--- src/rtl/trap_pkg.sv ---
// trap_pkg: shared types, interrupt cause codes and sizing helpers for the commit-stage trap controller.
package trap_pkg;

    typedef enum logic [1:0] {ST_IDLE, ST_FLUSH, ST_SLEEP} state_t;
    typedef enum logic [1:0] {EV_NONE, EV_EXC, EV_MRET, EV_WFI} event_t;

    localparam int ECAUSE_WIDTH_DEF = 4;
    localparam int CAUSE_EIP = 11;
    localparam int CAUSE_TIP = 7;
    localparam int CAUSE_SIP = 3;

    function automatic int cnt_width(input int lanes);
        return $clog2(lanes + 1);
    endfunction

    // pending is {eip,tip,sip}; external beats timer beats software
    function automatic int irq_cause(input logic [2:0] pending);
        return pending[2] ? CAUSE_EIP : pending[1] ? CAUSE_TIP : CAUSE_SIP;
    endfunction

endpackage

--- src/rtl/commit_scan.sv ---
// commit_scan: finds the oldest valid lane carrying an exception, mret or wfi and counts valid lanes.
module commit_scan import trap_pkg::*; #(
    parameter int LANES = 2,
    parameter int LW    = 1,
    parameter int CW    = 2
) (
    input  logic [LANES-1:0] valid,
    input  logic [LANES-1:0] exp,
    input  logic [LANES-1:0] mret,
    input  logic [LANES-1:0] wfi,
    output logic             event_found,
    output logic [LW-1:0]    event_lane,
    output event_t           event_type,
    output logic [CW-1:0]    valid_cnt
);

    // descending walk so the lowest-index event is the last to write
    always_comb begin
        event_found = 1'b0;
        event_lane  = '0;
        event_type  = EV_NONE;
        valid_cnt   = '0;
        for (int i = LANES - 1; i >= 0; i--) begin
            if (valid[i] && (exp[i] || mret[i] || wfi[i])) begin
                event_found = 1'b1;
                event_lane  = LW'(i);
                event_type  = exp[i] ? EV_EXC : mret[i] ? EV_MRET : EV_WFI;
            end
        end
        for (int i = 0; i < LANES; i++)
            valid_cnt = valid_cnt + CW'(valid[i]);
    end

endmodule

--- src/rtl/trap_ctrl_mc.sv ---
// trap_ctrl_mc: multi-lane commit-stage trap controller arbitrating interrupts, exceptions, mret and wfi,
// sequencing the post-trap flush and holding the core asleep on wfi.
module trap_ctrl_mc import trap_pkg::*; #(
    parameter int PC_WIDTH     = 32,
    parameter int COMMIT_WIDTH = 2,
    parameter int ECAUSE_WIDTH = ECAUSE_WIDTH_DEF,
    parameter int FLUSH_CYCLES = 2,
    localparam int CW = cnt_width(COMMIT_WIDTH)
) (
    input  logic                             clk,
    input  logic                             rst_n,
    input  logic [COMMIT_WIDTH-1:0]          cm_valid,
    input  logic [COMMIT_WIDTH*PC_WIDTH-1:0] cm_pc,
    input  logic [COMMIT_WIDTH-1:0]          cm_exp,
    input  logic [COMMIT_WIDTH*ECAUSE_WIDTH-1:0] cm_ecause,
    input  logic [COMMIT_WIDTH-1:0]          cm_mret,
    input  logic [COMMIT_WIDTH-1:0]          cm_wfi,
    input  logic [2:0]                       irq_pending,
    input  logic                             irq_en,
    output logic [CW-1:0]                    cm_accept_cnt,
    output logic [CW-1:0]                    retire_cnt,
    output logic                             trap_req,
    output logic                             trap_is_irq,
    output logic [ECAUSE_WIDTH-1:0]          trap_cause,
    output logic [PC_WIDTH-1:0]              trap_epc,
    output logic                             mret_req,
    output logic                             wake_req,
    output logic [PC_WIDTH-1:0]              wake_pc,
    output logic                             flush,
    output logic                             sleeping
);

    localparam int LW = COMMIT_WIDTH > 1 ? $clog2(COMMIT_WIDTH) : 1;
    localparam int FW = FLUSH_CYCLES > 1 ? $clog2(FLUSH_CYCLES) : 1;

    state_t                    state, state_d;
    logic [FW-1:0]             fcnt, fcnt_d;
    logic [PC_WIDTH-1:0]       saved_pc, saved_pc_d;
    logic                      trap_d, irq_d, mret_d, wake_d;
    logic [ECAUSE_WIDTH-1:0]   cause_d;
    logic [PC_WIDTH-1:0]       epc_d;
    logic [CW-1:0]             retire_d;
    logic [PC_WIDTH-1:0]       pc_l [COMMIT_WIDTH];
    logic [ECAUSE_WIDTH-1:0]   ec_l [COMMIT_WIDTH];
    logic                      ev_found;
    logic [LW-1:0]             ev_lane;
    event_t                    ev_type;
    logic [CW-1:0]             valid_cnt;
    logic [CW-1:0]             lane_cnt;
    logic                      irq_any;

    for (genvar g = 0; g < COMMIT_WIDTH; g++) begin : g_lane
        assign pc_l[g] = cm_pc[g*PC_WIDTH +: PC_WIDTH];
        assign ec_l[g] = cm_ecause[g*ECAUSE_WIDTH +: ECAUSE_WIDTH];
    end

    commit_scan #(.LANES(COMMIT_WIDTH), .LW(LW), .CW(CW)) u_scan (
        .valid      (cm_valid),
        .exp        (cm_exp),
        .mret       (cm_mret),
        .wfi        (cm_wfi),
        .event_found(ev_found),
        .event_lane (ev_lane),
        .event_type (ev_type),
        .valid_cnt  (valid_cnt)
    );

    assign irq_any  = |irq_pending;
    assign lane_cnt = CW'(ev_lane);
    assign flush    = state == ST_FLUSH;
    assign sleeping = state == ST_SLEEP;
    assign wake_pc  = saved_pc;

    always_comb begin
        state_d       = state;
        fcnt_d        = fcnt;
        saved_pc_d    = saved_pc;
        trap_d        = 1'b0;
        irq_d         = 1'b0;
        cause_d       = '0;
        epc_d         = '0;
        mret_d        = 1'b0;
        wake_d        = 1'b0;
        retire_d      = '0;
        cm_accept_cnt = '0;
        case (state)
            ST_IDLE: begin
                if (irq_en && irq_any && cm_valid[0]) begin
                    trap_d  = 1'b1;
                    irq_d   = 1'b1;
                    cause_d = ECAUSE_WIDTH'(irq_cause(irq_pending));
                    epc_d   = pc_l[0];
                    state_d = ST_FLUSH;
                    fcnt_d  = FW'(FLUSH_CYCLES - 1);
                end else if (!ev_found) begin
                    cm_accept_cnt = valid_cnt;
                    retire_d      = valid_cnt;
                end else begin
                    // the excepting lane itself does not retire; mret and wfi do
                    cm_accept_cnt = ev_type == EV_EXC ? lane_cnt : lane_cnt + CW'(1);
                    retire_d      = cm_accept_cnt;
                    trap_d        = ev_type == EV_EXC;
                    cause_d       = ev_type == EV_EXC ? ec_l[ev_lane] : '0;
                    epc_d         = ev_type == EV_EXC ? pc_l[ev_lane] : '0;
                    mret_d        = ev_type == EV_MRET;
                    state_d       = ev_type == EV_WFI ? ST_SLEEP : ST_FLUSH;
                    fcnt_d        = FW'(FLUSH_CYCLES - 1);
                    saved_pc_d    = ev_type == EV_WFI ? pc_l[ev_lane] + PC_WIDTH'(4) : saved_pc;
                end
            end
            ST_FLUSH: begin
                state_d = fcnt == '0 ? ST_IDLE : ST_FLUSH;
                fcnt_d  = fcnt == '0 ? '0 : fcnt - FW'(1);
            end
            ST_SLEEP: begin
                // wake on any pending source; irq_en only chooses trap versus plain resume
                if (irq_any) begin
                    trap_d  = irq_en;
                    irq_d   = irq_en;
                    cause_d = irq_en ? ECAUSE_WIDTH'(irq_cause(irq_pending)) : '0;
                    epc_d   = irq_en ? saved_pc : '0;
                    wake_d  = !irq_en;
                    state_d = ST_FLUSH;
                    fcnt_d  = FW'(FLUSH_CYCLES - 1);
                end
            end
            default: state_d = ST_IDLE;
        endcase
    end

    always_ff @(posedge clk or negedge rst_n) begin
        if (!rst_n) begin
            state       <= ST_IDLE;
            fcnt        <= '0;
            saved_pc    <= '0;
            trap_req    <= 1'b0;
            trap_is_irq <= 1'b0;
            trap_cause  <= '0;
            trap_epc    <= '0;
            mret_req    <= 1'b0;
            wake_req    <= 1'b0;
            retire_cnt  <= '0;
        end else begin
            state       <= state_d;
            fcnt        <= fcnt_d;
            saved_pc    <= saved_pc_d;
            trap_req    <= trap_d;
            trap_is_irq <= irq_d;
            trap_cause  <= cause_d;
            trap_epc    <= epc_d;
            mret_req    <= mret_d;
            wake_req    <= wake_d;
            retire_cnt  <= retire_d;
        end
    end

endmodule

--- config.mk ---
export PLATFORM = sky130hd
export DESIGN_NAME = trap_ctrl_mc
export DESIGN_NICKNAME = d
export VERILOG_FILES = /design/src/rtl/trap_pkg.sv /design/src/rtl/commit_scan.sv /design/src/rtl/trap_ctrl_mc.sv
export SDC_FILE = /design/constraint.sdc
export NUM_CORES = 1
export LEC_CHECK = 0
export BUFFER_PORTS_ARGS = -buffer_cell sky130_fd_sc_hd__buf_4
export CAP_MARGIN = 20
export CELL_PAD_IN_SITES_DETAIL_PLACEMENT = 1
export CELL_PAD_IN_SITES_GLOBAL_PLACEMENT = 2
export CORE_UTILIZATION = 26
export DETAILED_ROUTE_END_ITERATION = 10
export PLACE_DENSITY_LB_ADDON = 0.1
export SLEW_MARGIN = 20
export SYNTH_ARGS = -nofsm -noshare
export SYNTH_HDL_FRONTEND = slang
export SYNTH_SLANG_ARGS = --single-unit
--- constraint.sdc ---
create_clock -name clk -period 1.6 [get_ports clk]
set_input_delay 0.16 -clock clk [delete_from_list [all_inputs] [get_ports clk]]
set_output_delay 0.16 -clock clk [all_outputs]
set_load 0.1 [all_outputs]
== Yosys cells after proc, flatten, opt, wreduce, memory -nomap -nowiden ==
Index checks and enable logic that the tools add are counted.

* Equality and inequality tests: 7
* Bitwise operators: 2
* Reduce and logical (&&, ||, !) cells: 15
* Muxes and demuxes: 55
* $lt $le $gt $ge: 1
* $add $sub $neg: 4

{| class="wikitable"
|+ Operators with widths
! kind !! count
|-
| $mux 32 || 8
|-
| $pmux 32 s2 || 1
|-
| $mux 4 || 9
|-
| $add 32x3->32 const B || 1
|-
| $mux 2 || 12
|-
| $mux 1 || 19
|-
| $pmux 4 s2 || 1
|-
| $eq 2x2->1 const B || 3
|-
| $pmux 2 s3 || 1
|-
| $eq 2x1->1 const B || 2
|-
| $logic_and 1x1->1 || 4
|-
| $logic_or 1x1->1 || 4
|-
| $pmux 1 s2 || 2
|-
| $reduce_and 4->1 || 1
|-
| $mux 3 || 1
|-
| $ne 3x3->1 const B || 1
|-
| $pmux 1 s3 || 1
|-
| $reduce_and 3->1 || 1
|-
| $reduce_bool 3->1 || 1
|-
| $reduce_or 3->1 || 1
|-
| $add 1x1->2 || 1
|-
| $add 1x1->2 const B || 1
|-
| $ge 2x2->1 const B || 1
|-
| $logic_not 2->1 || 1
|-
| other kinds (6) || 6
|}

* Logic and storage cells: 94
* Output and inout bits: 78
* Input bits: 86
* Register bits after elaboration: 77

== Depth between registers and ports, before layout ==
Gate-level depths: netlist of the first run.

* Word-level depth: 13
* Depth in mapped cells: 15
* Depth with buffers taken out: 11

== By module ==
From an unflattened synthesis of the first run, not the netlist that was laid out.

* Cells, all modules: 467
* Area, all modules: 4436.8 sq um

{| class="wikitable"
|+ Modules (own cells, without submodules)
! module !! area an instance (sq um) !! sequential area each (sq um) !! instances !! cells each
|-
| trap_ctrl_mc || 4344.2 || 1926.8 || 1 || 455
|-
| commit_scan || 92.6 || 0.0 || 1 || 12
|}

== Worst setup path after synthesis of the first run ==
No wires, ideal clock.

* Path type: reg-to-reg
* Start: register state[1]
* End: register retire_cnt[0]
* Path slack: -1967 ps
* Clock period less this slack: 3567 ps
* Data required time: 1256 ps
* Setup time: 344 ps
* Path buffers: 2
* Data arrival time: 3223 ps
* Cell stages (with the launch flop): 5
* Cell sequence: dfrtp_1 or2_2 clkbuf_1 clkbuf_1 nor3_1

* Cells in the longest elaborated chain, start to end: 2

{| class="wikitable"
|+ Ends and longest elaborated chain
! element !! line !! source
|-
| start, declared || trap_ctrl_mc.sv:36 || <nowiki>state_t state, state_d;</nowiki>
|-
| start signal, assigned || trap_ctrl_mc.sv:144 || <nowiki>state <= state_d;</nowiki>
|-
| $logic_not 2->1 || n/a ||
|-
| $mux 2 || n/a ||
|-
| via cm_accept_cnt[0] || trap_ctrl_mc.sv:20 || <nowiki>output logic [CW-1:0] cm_accept_cnt,</nowiki>
|-
| end signal, assigned || trap_ctrl_mc.sv:153 || <nowiki>retire_cnt <= retire_d;</nowiki>
|-
| end, declared || trap_ctrl_mc.sv:21 || <nowiki>output logic [CW-1:0] retire_cnt,</nowiki>
|}

The timed path passes the listed nets, and every way through them passes these cells.
A chain may end at the register's enable or synchronous reset.

== Final worst setup path of the first run ==
* Start: input port cm_mret[0]
* End: register saved_pc[16] (netlist: wake_pc[16])

* Cells in the longest elaborated chain, start to end: 9
* Elaborated cells between the ends (all ways): 15
* Classes of those cells: add/sub (1); eq/ne (1); mux (8); bitwise (1); reduce/logical (4)

{| class="wikitable"
|+ Ends and longest elaborated chain
! element !! line !! source
|-
| start, declared || trap_ctrl_mc.sv:16 || <nowiki>input logic [COMMIT_WIDTH-1:0] cm_mret,</nowiki>
|-
| $logic_or 1x1->1 (2 in series) || commit_scan.sv:24 || <nowiki>if (valid[i] && (exp[i] || mret[i] || wfi[i])) begin</nowiki>
|-
| $logic_and 1x1->1 || commit_scan.sv:24 ||
|-
| $mux 1 || commit_scan.sv:24 ||
|-
| $not 1->2 (implied by the code) || trap_ctrl_mc.sv:108 || <nowiki>saved_pc_d = ev_type == EV_WFI ? pc_l[ev_lane] + PC_WIDTH'(4) : saved_pc;</nowiki>
|-
| $mux 32 (implied by the code) (3 in series) || trap_ctrl_mc.sv:108 ||
|-
| $add 32x3->32 || trap_ctrl_mc.sv:108 ||
|-
| end signal, assigned || trap_ctrl_mc.sv:146 || <nowiki>saved_pc <= saved_pc_d;</nowiki>
|-
| end, declared || trap_ctrl_mc.sv:38 || <nowiki>logic [PC_WIDTH-1:0] saved_pc, saved_pc_d;</nowiki>
|}

Parallel ways exist; a longest one is shown, timed or not. The select of a mux whose other input is x is not followed.

==> results of run 1 <==
placed cells by master, fill, tap and decap left out, types with 3 or more instances in the layout:
cell type	instances
a22oi_1	18
xor2_1	17
buf_8	6
clkbuf_16	9
nand3_1	27
a21oi_1	16
nand2b_4	3
clkinv_4	4
o21ai_2	17
xnor2_1	12
buf_12	14
nor2_4	8
dfrtp_1	76
o21ai_1	15
buf_6	22
nor3_1	10
or3_1	3
nor2_1	13
nand2_1	71
nor2_2	5
a21oi_2	4
o21ai_0	23
a222oi_1	13
nor4_1	3
and3_1	7
buf_4	254
a31oi_1	4
nand2_4	7
nand4_1	13
inv_1	23
nand2_2	11
nor3_2	4
mux2i_1	20
cell families after synthesis:
kind of cell	share of synthesized area
adder cells (fa/ha/maj)	0.00538
XOR/XNOR	0.0565
AO/OA/AOI/OAI	0.209
flip-flops	0.415
multiplexers	0.0606
buffers and inverters	0.0471
AND/OR/NAND/NOR	0.207
per-stage QoR:
| step | worst slack (ps) | hold WS, ps | setup TNS (ps) |
|---|---|---|---|
| 4_1_cts | -334 | 20.3 | -6690 |
| 3_3_place_gp | -671 | 124 | -24770 |
| 6_report | -318 | 24.6 | -6690 |
| 3_5_place_dp | -786 | 133 | -27250 |
| 2_1_floorplan | -855 | -136 | -15430 |
| 5_1_grt | -403 | 47.1 | -10860 |
cell type report:
type	instances	area, µm²	area share
clock buffer	9	225	0.0278
sequential	77	1930	0.238
tap	225	282	0.0347
clock inverter	7	57.6	0.00710
multi-input combinational	395	2920	0.361
inverter	25	97.6	0.0120
timing repair buffer	299	2590	0.320
flip-flops by register name (all words and copies together) (netlist names):
name	flops
fcnt	1
mret_req	1
retire_cnt	2
state	2
trap_cause	4
trap_epc	32
trap_is_irq	1
trap_req	1
wake_pc	32
wake_req	1
how the worst max path moves through the flow:
stage                     from          end  slack (ps)
floorplan           cm_mret[0]  wake_pc[30]        -850
detailed placement  cm_mret[0]  wake_pc[30]        -790
global route         cm_wfi[0]  wake_pc[30]        -400
CTS                  cm_wfi[1]  wake_pc[12]        -330
finish              cm_mret[0]  wake_pc[16]        -320
global placement    cm_mret[0]  wake_pc[14]        -670
metal layers:
layer / part of all wire / track usage / routed length (µm)
met5: 0 / 0 / 0
met2: 0.50 / 0.394 / 10500
met4: 0.019 / 0.0743 / 395
met1: 0.45 / 0.301 / 9430
met3: 0.037 / 0.0359 / 787
what timing repair did:
item,CTS,global route
pin swaps,59,34
hold buffers,1,0
resized for setup,90,43
setup endpoints to repair,64,73
gates cloned,4,0
endpoints found under the hold margin,24,0
setup buffers,16,19
report_power, final:
part / internal [W] / total (W) / leakage, nW / switching (W)
logic: 0.00220 / 0.00828 / 2.71 / 0.00608
clock network: 0.00107 / 0.00202 / 0.140 / 0.000951
registers: 0.00255 / 0.00306 / 1.00 / 0.000512
total: 0.00582 / 0.0134 / 3.85 / 0.00754
worst min-delay path, cell delays in order:
cell and delay [ps]:
buf_4 90, a222oi_1 50, inv_1 50
==> run_results.csv, run 1 <==
group,metric,value,unit
outcome,status,"finished with violations",
outcome,violations,"setup timing",
power_and_ir_drop,design_power_total,0.0134,W
power_and_ir_drop,peakVddDrop,1.36,mV
floorplanning,initial_core_util,0.268,
setup_path,ff2ff_setup_slack,-170,ps
setup_path,cp_max_fo,7,
clock_tree,cts-root-buf,"clkbuf_16",
cells_and_area,final_core_util,0.467,
placed_design,place.gp.congestion,0.889,
synth,synth_common_cells,"nand2_1 (88), dfrtp_1 (77), o21ai_0 (46), nand3_1 (28), inv_1 (25)",
floorplanning,boundaryPins,164,
synth,yosysTopAreaCellShare,0.415,
routing,drc,0,
synth,synth_seq_cells,77,
min_path,hold_path.class,"in2reg",
routing,vias_per_cell,5.09,
min_path,hold_depth,3,
clock_tree,cts_buffer_depth,2,
sta,finalSetupViolations,50,
synth,yosys-top-cells-area,"dfrtp_1 (41%), nand2_1 (7.1%), o21ai_0 (5.0%), mux2i_1 (4.3%), xor2_1 (3.2%)",
power_and_ir_drop,power_density,1650,nW/µm²
cells_and_area,drive_gt1_frac,0.507,
setup_path,start_kind,"input pin",
global_routing,grt_pass1_vias,5577,
synth,yosysWarnings,0,
synth,synth.most_common_cell,"nand2_1",
power_and_ir_drop,p_leak,3.85,nW
sta,tightest_slew,461,ps
synth,yosys.area.top_type,"dfrtp_1",
sta,rsz0062_at_grt,"true",
min_path,min_to,"trap_epc[31]",
clock_tree,tritoncts,"built",
setup_path,critPathKind,"in2reg",
global_routing,track_usage,0.233,
global_routing,antenna_found_initial,0,
cells_and_area,nNetsFinal,895,
setup_path,worst-r2r-cell-count,7,
floorplanning,core_area,17400,µm²
floorplanning,chipWidth,136,µm
sta,max_freq,521,MHz
cells_and_area,fillCellCount,1933,
sta,setup_slack,-318,ps
sta,hold_viol_final,0,
setup_path,cp_data_required_time,1880,ps
clock_tree,htree_levels,3,
floorplanning,die-area,18400,µm²
routing,drt_wl_total,21100,µm
routing,firstDrtPassIters,5,
job,drv_cap,0,
cells_and_area,n_antenna_cell,0,
synth,synth_cell_type_count,61,
placed_design,postPlaceCellArea,7010,µm²
setup_path,cp_top_family,"simple AND/OR/NAND/NOR gates",
placed_design,hpwl,15800,µm
floorplanning,num_rows,48,
synth,syn_area,4650,µm²
routing,avgRoutedWirePerCell,20.3,µm
clock_tree,clock_latency,360,ps
setup_path,reg2reg_from,"state[0]",
sta,period_needed,1920,ps
global_routing,grt-ovfl-total,0,
clock_tree,cts_buffers,9,
sta,final_max_slew_viol_count,0,
synth,syn_avg_cell_area,8.92,µm²
setup_path,cp_cell_sequence,"buf_6 -> o31ai_4 -> nand2_4 -> nand2_2 -> nand2_2 -> ha_4 -> nand4_1 -> nor2_4 -> buf_6 -> mux2i_4 -> buf_6 -> a21oi_2 -> xor2_1 -> o21ai_1",
sta,maxSlewHeadroom,0.693,
setup_path,crit_slowest_cell,"mux2i_4",
synth,synth_fp_nets,609,
synth,synth_edf_count,0,
synth,yosysSeqAreaShare,0.415,
floorplanning,die_height,136,µm
placed_design,place_inst,990,
min_path,hold_start,"cm_pc[63]",
routing,drt_iter0_markers,237,
clock_tree,cts.clk_slew.worst_paths,70,ps
setup_path,crit_top_cell,"buf_6",
synth,syn_inst,521,
clock_tree,clock_sinks,77,
cells_and_area,instances_no_fill,1037,
sta,fin_crit_sh,1.20,
placed_design,numPortBuffers,163,
setup_path,r2r-end,"wake_pc[12]",
global_routing,grt_max_degree,39,
routing,vias,5282,
setup_path,worst_setup_path_end_kind,"flop",
sta,fin_worst_skew,8.81,ps
setup_path,max_stage_delay,350,ps
synth,async_reset_ff_frac,1.00,
synth,ys.flop_type,"dfrtp_1",
setup_path,worstPathArrival,2200,ps
cells_and_area,finish.instance_area,8100,µm²
cells_and_area,syn2layout_area_growth,74.4,%
setup_path,path_depth,14,
global_routing,grt_pass1_wl,32000,µm
routing,drtAntennaViolNets,0,
setup_path,crit_buf_inv,3,
Note: power is estimated with default switching activity, not from simulation.
==> inputs of run 2 (changes only) <==
CORE_UTILIZATION = 27   (was 26)
CTS_BUF_LIST = sky130_fd_sc_hd__clkbuf_8   (was not set)
==> run 2 against run 1 <==
- global-route usage rose by 0.54 points
- largest cell class unchanged
- clock-buffer cell count did not move
- first-iteration DRC count decreased by 3.8%
- critical path depth fell by 9
- setup slack improved by 30 ps
- highest routed layer unchanged
- critical path type is now reg2out
- design area increased by 2.8%
- fmax grew 1.6%
- the flow still finishes with violations (setup timing)
- worst hold slack got worse by 1.5 ps
==> run_results.csv, run 2 (synthesized netlist as in run 1, its figures left out) <==
group,metric,value,unit
outcome,status,"finished with violations",
outcome,violations,"setup timing",
sta,fin_worst_skew,12.1,ps
sta,maxSlewHeadroom,0.698,
setup_path,worst-r2r-cell-count,7,
routing,drc,0,
clock_tree,cts-root-buf,"clkbuf_8",
power_and_ir_drop,pwr-share-comb,0.648,
power_and_ir_drop,p_int,0.00539,W
power_and_ir_drop,p_seq_frac,0.240,
cells_and_area,n_antenna_cell,0,
clock_tree,htree_levels,3,
placed_design,place.gp.congestion,0.861,
setup_path,max_stage_delay,430,ps
routing,vias,5379,
sta,holdWs,23.2,ps
setup_path,ff2ff_setup_slack,-280,ps
placed_design,postPlaceCellArea,7120,µm²
sta,period_needed,1890,ps
placed_design,place_inst,999,
routing,drt_wl_total,21400,µm
routing,drtAntennaViolNets,0,
global_routing,grt-ovfl-total,0,
sta,hold_viol_final,0,
setup_path,r2r-end,"wake_pc[28]",
setup_path,worstPathArrival,1730,ps
cells_and_area,fillCellCount,1956,
power_and_ir_drop,p_leak,3.99,nW
clock_tree,cts_buffers,9,
placed_design,numPortBuffers,163,
sta,finalSetupViolations,53,
power_and_ir_drop,design_power_total,0.0130,W
setup_path,start_kind,"flop",
floorplanning,die_height,133,µm
sta,fin_crit_sh,1.18,
min_path,hold_start,"cm_pc[32]",
routing,avgRoutedWirePerCell,20.3,µm
cells_and_area,drive_gt1_frac,0.537,
setup_path,cp_cell_sequence,"or2_4 -> nor2_4 -> buf_4 -> o2111a_2 -> buf_12",
sta,tightest_slew,452,ps
global_routing,grt_pass1_wl,32000,µm
global_routing,track_usage,0.238,
cells_and_area,instances_no_fill,1056,
clock_tree,clock_latency,380,ps
floorplanning,boundaryPins,164,
setup_path,crit_start,"state[1]",
setup_path,crit_slowest_cell,"dfrtp_2",
setup_path,reg2reg_from,"state[1]",
setup_path,cp_data_required_time,1440,ps
floorplanning,core_area,16700,µm²
power_and_ir_drop,power_density,1560,nW/µm²
job,drv_cap,0,
sta,max_freq,530,MHz
cells_and_area,layout_commonest_cell,"buf_4",
setup_path,worst_setup_path_end_kind,"output port",
routing,drt_iter0_markers,228,
clock_tree,cts.clk_slew.worst_paths,100,ps
floorplanning,num_rows,47,
setup_path,setup.worst_path.end,"cm_accept_cnt[1]",
floorplanning,chipWidth,133,µm
min_path,hold_path.class,"in2reg",
floorplanning,initial_core_util,0.278,
global_routing,grt_use_met1,0.301,
power_and_ir_drop,peakVddDrop,1.28,mV
clock_tree,clock_sinks,77,
sta,final_max_slew_viol_count,0,
power_and_ir_drop,swShare,0.584,
cells_and_area,final_cell_mix,"buf_4 (275), dfrtp_1 (76), nand2_1 (59)",
setup_path,cp_max_fo,3,
global_routing,grt_pass1_vias,5738,
global_routing,met2_usage,0.412,
cells_and_area,nNetsFinal,919,
clock_tree,tritoncts,"built",
sta,rsz0062_at_grt,"true",
cells_and_area,syn2layout_area_growth,79.3,%
clock_tree,cts_buffer_depth,2,
cells_and_area,final_core_util,0.499,
cells_and_area,finish.instance_area,8330,µm²
routing,vias_per_cell,5.09,
global_routing,gr-max-usage-layer,"met2",
global_routing,met3_usage,0.0419,
power_and_ir_drop,clkPwrFrac,0.112,
placed_design,hpwl,15200,µm
sta,setup_slack,-288,ps
global_routing,grt_max_degree,78,
floorplanning,die-area,17700,µm²
routing,firstDrtPassIters,7,
power_and_ir_drop,p_sw,0.00758,W
setup_path,critPathKind,"reg2out",
global_routing,antenna_found_initial,0,
[run 2: changes by cell type in the layout (fill, tap and decap cells not counted), moves of 3 or more]
cell / change
buf_12: +5
clkbuf_8: +9
clkinvlp_4: +4
buf_4: +21
clkbuf_16: -7
nand2_1: -12
clkinv_4: -4
nand2_4: +12
o21ai_0: -3
[run 2: layout make-up]
type / instances / area (µm²) / share of cell area
clock inverter: 7 / 51.3 / 0.00616
multi-input combinational: 395 / 3050 / 0.366
inverter: 25 / 97.6 / 0.0117
sequential: 77 / 1930 / 0.231
timing repair buffer: 323 / 2810 / 0.337
clock buffer: 9 / 124 / 0.0149
tap: 220 / 275 / 0.0330
[run 2: repair_timing]
action                                 4_1_cts  5_1_grt
resized for setup                           89       74
setup endpoints to repair                   62       68
hold buffers                                 3        0
endpoints found under the hold margin       79        0
cloned                                       4        3
setup buffers                               23       17
pin swaps                                   53       34
[run 2: routing by layer]
| layer | wire, µm | part of all wire | vias up |
|---|---|---|---|
| li1 | - | - | 2515 |
| met1 | 9430 | 0.44 | 2691 |
| met2 | 10800 | 0.50 | 142 |
| met3 | 811 | 0.038 | 31 |
| met4 | 430 | 0.020 | 0 |
| met5 | 0 | 0 | - |
[run 2: per-stage QoR]
step                      setup slack (ps)  TNS [ps]
after floorplan                       -855    -15430
after global placement                -669    -25970
after detailed placement              -756    -28290
after CTS                             -305     -8140
after global routing                  -387    -13450
final                                 -288     -9460
[run 2: critical path: cells and delay by family (launching register included)]
| kind | cells | cell delay (ps) |
|---|---|---|
| flops | 1 | 430 |
| simple gates | 2 | 390 |
| buf+inv | 2 | 300 |
| compound gates | 1 | 220 |
[run 2: power groups by stage]
stage	Sequential [W]	Clock (W)	Combinational (W)
after floorplan	0.00712	0	0.00133
after global placement	0.00302	0	0.00748
after detailed placement	0.00303	0	0.00756
after CTS	0.00303	0.00150	0.00804
after global routing	0.00318	0.00157	0.00870
final	0.00311	0.00145	0.00840
[run 2: worst min path at each step]
| stage | slack, ps | depth (start not counted) | endpoint |
|---|---|---|---|
| final | 20 | 3 | trap_epc[0] |
| after global routing | 10 | 3 | trap_epc[29] |
| after CTS | 3 | 3 | trap_epc[1] |
| after detailed placement | 240 | 2 | retire_cnt[0] |
| after global placement | 240 | 2 | retire_cnt[1] |
| after floorplan | -140 | 0 | fcnt |
==> inputs of run 3 (changes only) <==
--- a/config.mk
+++ b/config.mk
@@ -13,5 +13,5 @@
 export CTS_BUF_LIST = sky130_fd_sc_hd__clkbuf_8
 export DETAILED_ROUTE_END_ITERATION = 10
-export PLACE_DENSITY_LB_ADDON = 0.1
+export PLACE_DENSITY = 0.89
 export SLEW_MARGIN = 20
 export SYNTH_ARGS = -nofsm -noshare
==> constraint.sdc (replaced) <==
create_clock -name clk -period 1.6 [get_ports clk]
set_input_delay 0.32 -clock clk [delete_from_list [all_inputs] [get_ports clk]]
set_output_delay 0.32 -clock clk [all_outputs]
set_load 0.1 [all_outputs]
==> run 3 against run 2 <==
- the run still ends with setup timing left
- clock skew about the same
- global-route usage grew 2.8 points
- non-clock buffer count increased by 31
- sequential power hardly changed
- register-to-register slack got worse by 100 ps
==> run_results.csv, run 3 (synthesized netlist as in run 1, its figures left out) <==
group,metric,value,unit
sta,tightest_slew,596,ps
floorplanning,num_rows,47,
sta,max_freq,466,MHz
sta,maxSlewHeadroom,0.602,
clock_tree,cts-root-buf,"clkbuf_8",
floorplanning,core_area,16700,µm²
clock_tree,cts_buffer_depth,2,
power_and_ir_drop,p_leak,4.31,nW
setup_path,worst_setup_path_end_kind,"flop",
setup_path,critPathKind,"in2reg",
placed_design,hpwl,15700,µm
clock_tree,htree_levels,3,
routing,highest_layer,"met4",
global_routing,grt-ovfl-total,0,
routing,drt_iter0_markers,387,
routing,met2RoutedLength,12800,µm
power_and_ir_drop,pwr-share-comb,0.656,
global_routing,grt_pass1_vias,6189,
sta,rsz0062_at_grt,"true",
power_and_ir_drop,p_int,0.00568,W
cells_and_area,syn2layout_area_growth,92.4,%
routing,vias,5962,
setup_path,cp_max_fo,4,
global_routing,grt_max_degree,78,
clock_tree,tritoncts,"built",
setup_path,cp_data_required_time,1920,ps
clock_tree,cts.clk_slew.worst_paths,90,ps
setup_path,start_kind,"input pin",
global_routing,antenna_found_initial,0,
outcome,violations,"setup timing",
sta,period_needed,2140,ps
clock_tree,clock_sinks,77,
sta,finalSetupViolations,73,
outcome,status,"finished with violations",
routing,firstDrtPassIters,8,
cells_and_area,n_antenna_cell,0,
routing,dr_wl_met3,1530,µm
clock_tree,clock_latency,400,ps
setup_path,worstPathArrival,2470,ps
power_and_ir_drop,p_seq_frac,0.232,
cells_and_area,layout_commonest_cell,"buf_4",
floorplanning,initial_core_util,0.278,
floorplanning,boundaryPins,164,
sta,setup_slack,-544,ps
placed_design,place.gp.congestion,0.883,
cells_and_area,drive_gt1_frac,0.580,
floorplanning,die_height,133,µm
sta,final_max_slew_viol_count,0,
power_and_ir_drop,peakVddDrop,1.61,mV
sta,fin_worst_skew,11.9,ps
global_routing,grt_pass1_wl,35600,µm
routing,avgRoutedWirePerCell,23.5,µm
routing,vias_per_cell,5.48,
floorplanning,chipWidth,133,µm
power_and_ir_drop,p_sw,0.00779,W
routing,drt_wl_total,25500,µm
placed_design,place_worst_setup_slack,-936,ps
power_and_ir_drop,swShare,0.578,
routing,drtAntennaViolNets,0,
routing,drc,0,
cells_and_area,final_cell_mix,"buf_4 (286), dfrtp_1 (77), nand2_1 (53)",
job,drv_cap,0,
clock_tree,cts_buffers,9,
placed_design,numPortBuffers,163,
cells_and_area,nNetsFinal,950,
cells_and_area,final_core_util,0.535,
sta,fin_crit_sh,1.34,
routing,wirelength_met1,9920,µm
sta,hold_viol_final,0,
floorplanning,die-area,17700,µm²
power_and_ir_drop,power_density,1510,nW/µm²
power_and_ir_drop,clkPwrFrac,0.111,
min_path,hold_path.class,"in2reg",
global_routing,track_usage,0.266,
-- run 3: cell types whose count changed in the layout (fill, tap and decap cells not counted), moves of 3 or more --
cell     change
a21oi_1      -5
a21oi_2      +4
buf_16       +7
buf_4       +11
buf_6        +9
buf_8        +4
nand2_1      -6
nand2_2      +7
nor2_4       +3
o21ai_0     -12
o21ai_1      +7
o21ai_2      +4
-- run 3: final cells by class --
| type | count | area, µm² |
|---|---|---|
| multi-input cells | 395 | 3180 |
| well taps | 220 | 275 |
| clock buffers | 11 | 151 |
| flip-flops and latches | 77 | 1930 |
| clock inverters | 5 | 27.5 |
| fillers | 1869 | 7760 |
| repair buffers | 354 | 3280 |
| inverters | 25 | 97.6 |
-- run 3: metrics by stage --
stage	power [W]	std cells	setup TNS (ps)	instance area [µm²]	hold WS [ps]
after CTS	0.0128	1062	-13500	8300	143
after global placement	0.0105	1006	-38030	7140	389
final	0.0135	1087	-18710	8940	148
after global routing	0.0139	1087	-23250	8940	160
after detailed placement	0.0105	1006	-41130	7140	389
after floorplan	0.00838	521	-23160	4830	24.4
-- run 3: repair_timing --
item | 4_1_cts | 5_1_grt
endpoints found under the setup margin | 72 | 75
hold buffers | 1 | 0
pin swaps | 49 | 47
setup buffers | 30 | 30
endpoints found under the hold margin | 77 | 0
gates cloned | 9 | 3
gates resized for setup | 135 | 108
-- run 3: path summary, 6_finish.rpt --
path | endpoint | slack (ps) | depth (start not counted) | from
worst max register to register | trap_epc[27] | -380 | 10 | state[1]
worst min-delay path | trap_epc[31] | 150 | 3 | cm_pc[63]
min in group asynchronous | retire_cnt[1] | 480 | 3 | rst_n
worst max-delay path | wake_pc[12] | -540 | 15 | cm_wfi[0]
worst min register to register | trap_epc[21] | 530 | 2 | wake_pc[21]
max in group asynchronous | wake_pc[8] | 750 | 3 | rst_n
-- run 3: routing by layer --
layer  global-route usage  vias up
li1                     -     2578
met1                0.318     3020
met2                0.463      280
met3               0.0510       84
met4                0.114        0
met5                    0        -
-- run 3: worst max-delay path, stage by stage --
cell	delay, ps
buf_8	100
buf_4	130
buf_12	120
o31ai_4	240
nand2_4	130
nand2_2	90
nand2_2	70
ha_4	160
nand4_1	140
nor2_4	70
mux2i_4	300
buf_6	160
mux2i_1	220
nand3_1	100
o21ai_1	130
-- run 3: power by group through the flow --
stage               logic [W]  registers [W]  clock network [W]
finish                0.00884        0.00313            0.00150
floorplan             0.00127        0.00711                  0
global placement      0.00746        0.00301                  0
detailed placement    0.00753        0.00302                  0
global route          0.00910        0.00320            0.00160
CTS                   0.00832        0.00303            0.00150
